[config.mk]
export PLATFORM = sky130hd
export DESIGN_NAME = sort_engine
export DESIGN_NICKNAME = d
export VERILOG_FILES = /design/src/rtl/sort_pkg.sv /design/src/rtl/mag_cmp.sv /design/src/rtl/sort_engine.sv
export SDC_FILE = /design/constraint.sdc
export NUM_CORES = 1
export LEC_CHECK = 0
export ABC_AREA = 1
export CAP_MARGIN = 10
export CORE_AREA = 2 2 126 128
export CTS_CLUSTER_DIAMETER = 100
export CTS_CLUSTER_SIZE = 40
export DETAILED_ROUTE_END_ITERATION = 12
export DIE_AREA = 0 0 128 130
export GPL_TIMING_DRIVEN = 0
export PLACE_DENSITY_LB_ADDON = 0.08
export SYNTH_ARGS = -nofsm -noshare
export SYNTH_HDL_FRONTEND = slang
export SYNTH_SLANG_ARGS = --single-unit
[constraint.sdc]
create_clock -name clk -period 8.36 [get_ports clk]
set_clock_uncertainty 0.2 [all_clocks]
set_input_delay 2.09 -clock clk [delete_from_list [all_inputs] [get_ports clk]]
set_output_delay 2.09 -clock clk [all_outputs]
set_load 0.01 [all_outputs]
[src/rtl/sort_pkg.sv]
// Shared definitions for the sort engine: controller state encoding and default sizing.
package sort_pkg;

   localparam int unsigned DefaultN = 8;
   localparam int unsigned DefaultW = 4;

   typedef enum logic [1:0] {
      StLoad  = 2'd0,
      StSort  = 2'd1,
      StDrain = 2'd2
   } sort_state_e;

endpackage

[src/rtl/mag_cmp.sv]
// Unsigned W-bit magnitude comparator with one-hot greater/less/equal outputs.
module mag_cmp
   import sort_pkg::*;
#(
   parameter int unsigned W = DefaultW
) (
   input  logic [W-1:0] a,
   input  logic [W-1:0] b,
   output logic         g,
   output logic         l,
   output logic         e
);

   always_comb begin
      g = 1'b0;
      l = 1'b0;
      e = 1'b0;
      if (a == b) begin
         e = 1'b1;
      end else if (a > b) begin
         g = 1'b1;
      end else begin
         l = 1'b1;
      end
   end

endmodule

[src/rtl/sort_engine.sv]
// Batch bubble sorter: loads N entries, sorts in place one compare per cycle, then streams
// them out in ascending order.
module sort_engine
   import sort_pkg::*;
#(
   parameter int unsigned N = DefaultN,
   parameter int unsigned W = DefaultW
) (
   input  logic         clk,
   input  logic         rst,
   input  logic         in_valid,
   input  logic [W-1:0] in_data,
   output logic         in_ready,
   output logic         out_valid,
   output logic [W-1:0] out_data,
   input  logic         out_ready,
   output logic         out_last,
   output logic         busy
);

   localparam int unsigned     IdxW     = $clog2(N);
   localparam logic [IdxW-1:0] LastIdx  = IdxW'(N - 1);
   localparam logic [IdxW-1:0] LastPass = IdxW'(N - 2);

   sort_state_e     state_q, state_d;
   logic [IdxW-1:0] wr_idx_q, wr_idx_d;
   logic [IdxW-1:0] rd_idx_q, rd_idx_d;
   logic [IdxW-1:0] j_q, j_d;
   logic [IdxW-1:0] pass_q, pass_d;
   logic            swap_flag_q, swap_flag_d;
   logic [W-1:0]    mem_q [N];
   logic [W-1:0]    mem_d [N];

   logic [IdxW-1:0] j_nxt;
   logic [W-1:0]    cmp_a, cmp_b;
   logic            cmp_g, cmp_l, cmp_e;
   logic            do_swap;
   logic            pass_end;

   assign j_nxt = j_q + IdxW'(1);
   assign cmp_a = mem_q[j_q];
   assign cmp_b = mem_q[j_nxt];

   mag_cmp #(
      .W(W)
   ) u_cmp (
      .a(cmp_a),
      .b(cmp_b),
      .g(cmp_g),
      .l(cmp_l),
      .e(cmp_e)
   );

   // Only a strict greater-than swaps, which keeps equal entries in load order.
   assign do_swap  = cmp_g & ~(cmp_l | cmp_e);
   assign pass_end = (j_q == (LastPass - pass_q));

   always_comb begin
      state_d     = state_q;
      wr_idx_d    = wr_idx_q;
      rd_idx_d    = rd_idx_q;
      j_d         = j_q;
      pass_d      = pass_q;
      swap_flag_d = swap_flag_q;
      mem_d       = mem_q;

      unique case (state_q)
         StLoad: begin
            if (in_valid) begin
               mem_d[wr_idx_q] = in_data;
               if (wr_idx_q == LastIdx) begin
                  wr_idx_d    = '0;
                  j_d         = '0;
                  pass_d      = '0;
                  swap_flag_d = 1'b0;
                  state_d     = StSort;
               end else begin
                  wr_idx_d = wr_idx_q + IdxW'(1);
               end
            end
         end
         StSort: begin
            if (do_swap) begin
               mem_d[j_q]   = cmp_b;
               mem_d[j_nxt] = cmp_a;
            end
            if (pass_end) begin
               j_d         = '0;
               swap_flag_d = 1'b0;
               // A clean pass means the batch is already ordered.
               if (!(swap_flag_q | do_swap) || (pass_q == LastPass)) begin
                  pass_d  = '0;
                  state_d = StDrain;
               end else begin
                  pass_d = pass_q + IdxW'(1);
               end
            end else begin
               j_d         = j_nxt;
               swap_flag_d = swap_flag_q | do_swap;
            end
         end
         StDrain: begin
            if (out_ready) begin
               if (rd_idx_q == LastIdx) begin
                  rd_idx_d = '0;
                  wr_idx_d = '0;
                  state_d  = StLoad;
               end else begin
                  rd_idx_d = rd_idx_q + IdxW'(1);
               end
            end
         end
         default: begin
            state_d = StLoad;
         end
      endcase
   end

   always_ff @(posedge clk or posedge rst) begin
      if (rst) begin
         state_q     <= StLoad;
         wr_idx_q    <= '0;
         rd_idx_q    <= '0;
         j_q         <= '0;
         pass_q      <= '0;
         swap_flag_q <= 1'b0;
         for (int i = 0; i < int'(N); i++) begin
            mem_q[i] <= '0;
         end
      end else begin
         state_q     <= state_d;
         wr_idx_q    <= wr_idx_d;
         rd_idx_q    <= rd_idx_d;
         j_q         <= j_d;
         pass_q      <= pass_d;
         swap_flag_q <= swap_flag_d;
         mem_q       <= mem_d;
      end
   end

   assign in_ready  = (state_q == StLoad) & ~rst;
   assign out_valid = (state_q == StDrain);
   assign out_data  = out_valid ? mem_q[rd_idx_q] : '0;
   assign out_last  = out_valid & (rd_idx_q == LastIdx);
   assign busy      = (state_q == StSort);

endmodule

Yosys cells after proc, flatten, opt, wreduce, memory -nomap -nowiden
Index checks and enable logic that the tools add are counted.
{"block": "word_totals", "in_bits": 8, "regBits": 47, "word_cells": 117}
{"block": "op_classes", "n_eq_ne": 14, "add_sub_neg": 5, "bitwise": 11, "n_lt_le_gt_ge": 8, "mux": 51, "reduce_logical": 14}
{"op": "bitwise mux 32 bit", "count": 3}
{"op": "2-to-1 mux 32 bit", "count": 2}
{"op": "case mux 32 bit (2 select lines)", "count": 1}
{"op": "2-to-1 mux 4 bit", "count": 10}
{"op": "binary-select mux 4 bit (select 3 bit)", "count": 3}
{"op": "demux 4 bit (select 3 bit)", "count": 3}
{"op": "2-to-1 mux 3 bit", "count": 10}
{"op": "case mux 3 bit (2 select lines)", "count": 3}
{"op": "greater-or-equal comparator 4 bit, second input constant", "count": 4}
{"op": "NOT 3 -> 4 bit", "count": 4}
{"op": "adder 3 x 1 -> 3 bit, second input constant", "count": 4}
{"op": "< comparator 4 x 1 -> 1 bit, second input constant", "count": 3}
{"op": "2-to-1 mux 2 bit", "count": 6}
{"op": "!= test 2 x 1 -> 1 bit, second input constant", "count": 5}
{"op": "equality test 3 bit, second input constant", "count": 3}
{"op": "2-to-1 mux 1 bit", "count": 8}
{"op": "AND reduction 4 bit", "count": 2}
{"op": "case mux 2 bit (3 select lines)", "count": 1}
{"op": "AND reduction 3 bit", "count": 2}
{"op": "AND reduction 6 bit", "count": 1}
{"op": "equality test 4 bit", "count": 1}
{"op": "> comparator 4 bit", "count": 1}
{"op": "!= test 2 bit, second input constant", "count": 2}
{"op": "nonzero test 2 bit", "count": 2}
{"op": "other kinds (13)", "count": 19}

Logic depth before layout (Yosys ltp)
{"block": "depth", "word_depth": 17, "ltp_mapped": 22}

Hierarchy
Synthesis repeated with hierarchy kept, for this count alone.
{"block": "unflattened", "cells_unflattened": 757, "hier_area_um2": 4714.5}
{"module": "sort_engine", "cells_per_inst": 736, "seq_area_each_um2": 1176.1, "area_per_inst_um2": 4598.2, "instances": 1}
{"module": "mag_cmp", "cells_per_inst": 21, "seq_area_each_um2": 0.0, "area_per_inst_um2": 116.4, "instances": 1}

Worst setup path before layout
OpenSTA, ideal clock, no wires.
{"block": "synth_timing", "path_type": "input port to output port", "from": "in rst", "to": "out in_ready", "path_buffers": 0, "slack_ns": 3.811, "required_ns": 6.070, "cell_stages": 1, "t_arrival_ns": 2.259, "cell_sequence": "nor2_1"}
{"block": "synth_between", "elab_chain_len": 2}
{"item": "from (decl)", "line": "sort_engine.sv:10", "source": "input logic rst,"}
{"item": "NOT 1 bit", "line": "sort_engine.sv:141", "source": "assign in_ready = (state_q == StLoad) & ~rst;"}
{"item": "AND 1 bit", "line": "sort_engine.sv:141"}
{"item": "to (decl)", "line": "sort_engine.sv:13", "source": "output logic in_ready,"}
No other way between the ends.

Worst setup path in the final report
Same ends and word-level chain as after synthesis.

==> results.sh <==
export IMPL_hp_class="reg2reg"
export IMPL_finalWeightedCongestion=0.875
export IMPL_post_synth_top_count_cell="sky130_fd_sc_hd__nand2_1"
export IMPL_viasPerCell=5.04
export IMPL_tightestPinTransition_ps=677
export IMPL_insertion_delay_ps=300
export IMPL_cts_setup_buffers=0
export IMPL_detail_route_antenna_nets=0
export IMPL_r2r_cells=17
export IMPL_residual_overflow_from_global_routing=0
export IMPL_timing_final_crit_period_ps=5460
export IMPL_finalNonFillerCells=1006
export IMPL_wl_mm=17.6
export IMPL_via_count_of_the_first_global_routing_pass=4993
export IMPL_clk_transition_reported_paths_ps=60
export IMPL_max_slew_margin_rel_pct=54.8
export IMPL_dominantRegCellSynth="sky130_fd_sc_hd__dfrtp_1"
export IMPL_final_min_period_over_clock_period_pct=65.3
export IMPL_asyncSetResetFlopFracSynth_pct=100
export IMPL_post_dp_hpwl_mm=13.0
export IMPL_grt_antenna_before_repair=0
export IMPL_die_area_um2=16600
export IMPL_cts_inserted_buffers=5
export IMPL_route_detailed_wl_per_inst_um=17.5
export IMPL_setup_viol=0
export IMPL_synth_area_leader_cell="sky130_fd_sc_hd__nand2_1"
export IMPL_top_level_ports=16
export IMPL_placement_cell_area_um2=4890
export IMPL_post_cts_resized=0
export IMPL_cap_violations=0
export IMPL_initial_core_utilization_pct=29.1
export IMPL_core_area_um2=15400
export IMPL_post_synth_top_area_fraction_pct=29.4
export IMPL_fp_row_count=46
export IMPL_grt_setup_unrepaired="false"
export IMPL_final_setup_tns_ps=0
export IMPL_cts_h_tree_lvls=2
export IMPL_outcome="completed"
export IMPL_synth_nets=810
export IMPL_hold_ws_ps=347
export IMPL_synth_lib_cells_used_distinct=31
export IMPL_drc_errors=0
export IMPL_placement_io_buffers=15
export IMPL_diodes=0
export IMPL_achievable_frequency_ghz=0.183
export IMPL_count_of_nets_after_finishing=833
export IMPL_synthTopCellsByCount="351 x sky130_fd_sc_hd__nand2_1, 97 x sky130_fd_sc_hd__inv_1, 86 x sky130_fd_sc_hd__nor2_1, 56 x sky130_fd_sc_hd__a21oi_1, 47 x sky130_fd_sc_hd__dfrtp_1"
export IMPL_grt_pass1_wl_mm=28.0
export IMPL_worstPathMaxFanout=2
export IMPL_dr_total_vias=5066
export IMPL_dr_pass1_iterations=7
export IMPL_critical_path_endpoint_type="primary output"
export IMPL_number_of_sinks_on_the_clock_net=47
export IMPL_drv_slew=0
export IMPL_cell_depth_of_the_worst_min_delay_path=2
export IMPL_worstPathRequired_ps=6070
export IMPL_yosys_warnings=0
export IMPL_yosys_top_cells_area="sky130_fd_sc_hd__nand2_1 29%, sky130_fd_sc_hd__dfrtp_1 26%, sky130_fd_sc_hd__inv_1 8.1%"
export IMPL_cts_root_buffer="sky130_fd_sc_hd__clkbuf_16"
export IMPL_area_growth_pct=12.6
export IMPL_die_width_um=128
export IMPL_die_y_um=130
export IMPL_groute_usage_overall_pct=22.4
export IMPL_synthCells=790
export IMPL_mean_cell_area_of_the_mapped_netlist_um2=5.67
export IMPL_worstSetupStartpointType="input pin"
export IMPL_drive_above_1_share_pct=7.49
export IMPL_timing_setup_critical_path_class="in2out"
export IMPL_cp_arrival_ps=3170
export IMPL_cts_tree="done"
export IMPL_synth_edff_count=0
export IMPL_synth_seq_area_share_pct=26.2
export IMPL_cts_hold_buf=0
export IMPL_synth_area_um2=4480
export IMPL_detail_route_iter0_violations=391
export IMPL_dpl_cell_count=998
export IMPL_clock_path_buffers=2
export IMPL_synth_seq_cells=47
export IMPL_final_hold_viol_count=0
export IMPL_post_route_cell_area_um2=5050
export IMPL_grt_max_degree=27
layer usage:
| metal | part of all wire, % | up-vias | GRT usage, % |
|---|---|---|---|
| met5 | 0 | - | 0 |
| met4 | 4.7 | 0 | 11.2 |
| met3 | 6.7 | 44 | 3.77 |
| met2 | 44 | 170 | 35.9 |
| met1 | 44 | 2390 | 29.4 |
| li1 | - | 2462 | - |
state kept, by name, summed over array words and instances (netlist names):
name	count
wr_idx_q	3
state_q	2
mem_q	32
pass_q	3
rd_idx_q	3
swap_flag_q	1
j_q	3
cells in the final DEF, fill, tap and decap left out, types with 11 or more instances in the layout:
master / count
sky130_fd_sc_hd__nand2_1: 351
sky130_fd_sc_hd__nor2_1: 86
sky130_fd_sc_hd__ha_1: 12
sky130_fd_sc_hd__a21oi_1: 56
sky130_fd_sc_hd__dfrtp_1: 47
sky130_fd_sc_hd__o21ai_0: 22
sky130_fd_sc_hd__clkdlybuf4s50_1: 15
sky130_fd_sc_hd__nand2_2: 11
sky130_fd_sc_hd__inv_1: 96
sky130_fd_sc_hd__nand3_1: 28
kinds of logic (layout without fill, tap and decap cells):
group / count (synthesis) / after routing / synth area share (%)
AOI/OAI and AO/OA: 97 / 97 / 11.4
xor gates and xnor gates: 5 / 5 / 0.977
adders and majority gates: 12 / 12 / 3.35
buffers and inverters: 132 / 156 / 12.7
DFF: 47 / 47 / 26.2
and+or+nand+nor: 497 / 497 / 45.4
path summary, 6_finish.rpt:
| check | slack [ps] | to | startpoint |
|---|---|---|---|
| setup / recovery | 2900 | in_ready | rst |
| hold / removal | 350 | swap_flag_q | swap_flag_q |
| setup reg to reg | 4500 | mem_q[24] | j_q[0] |
| hold reg to reg | 350 | swap_flag_q | swap_flag_q |
| max in group asynchronous | 5450 | mem_q[0] | rst |
| min in group asynchronous | 1970 | state_q[1] | rst |
worst max-delay path, cell delays in order:
cell	delay [ps]
sky130_fd_sc_hd__clkdlybuf4s50_1	430
sky130_fd_sc_hd__nor2_1	110
sky130_fd_sc_hd__clkdlybuf4s50_1	540
cell type report:
class                           count  area (um^2)
Fill cell                        1742        10400
Multi-Input combinational cell    611         2740
Sequential cell                    47         1180
Inverter                          106          399
Tap cell                          192          240
Timing Repair Buffer               16          170
Buffer                             26          169
Clock buffer                        8          156
metrics by stage:
step | setup WS, ps | utilization, %
after floorplan | 3810 | -
after global placement | 2920 | 31.6
after detailed placement | 2910 | 31.7
after CTS | 2890 | 32.7
after global routing | 2840 | 32.7
final | 2900 | 32.7
Power is left out: the tool's default activity adds up to more than one toggle a clock period on the data nets, which glitch-free logic cannot reach.
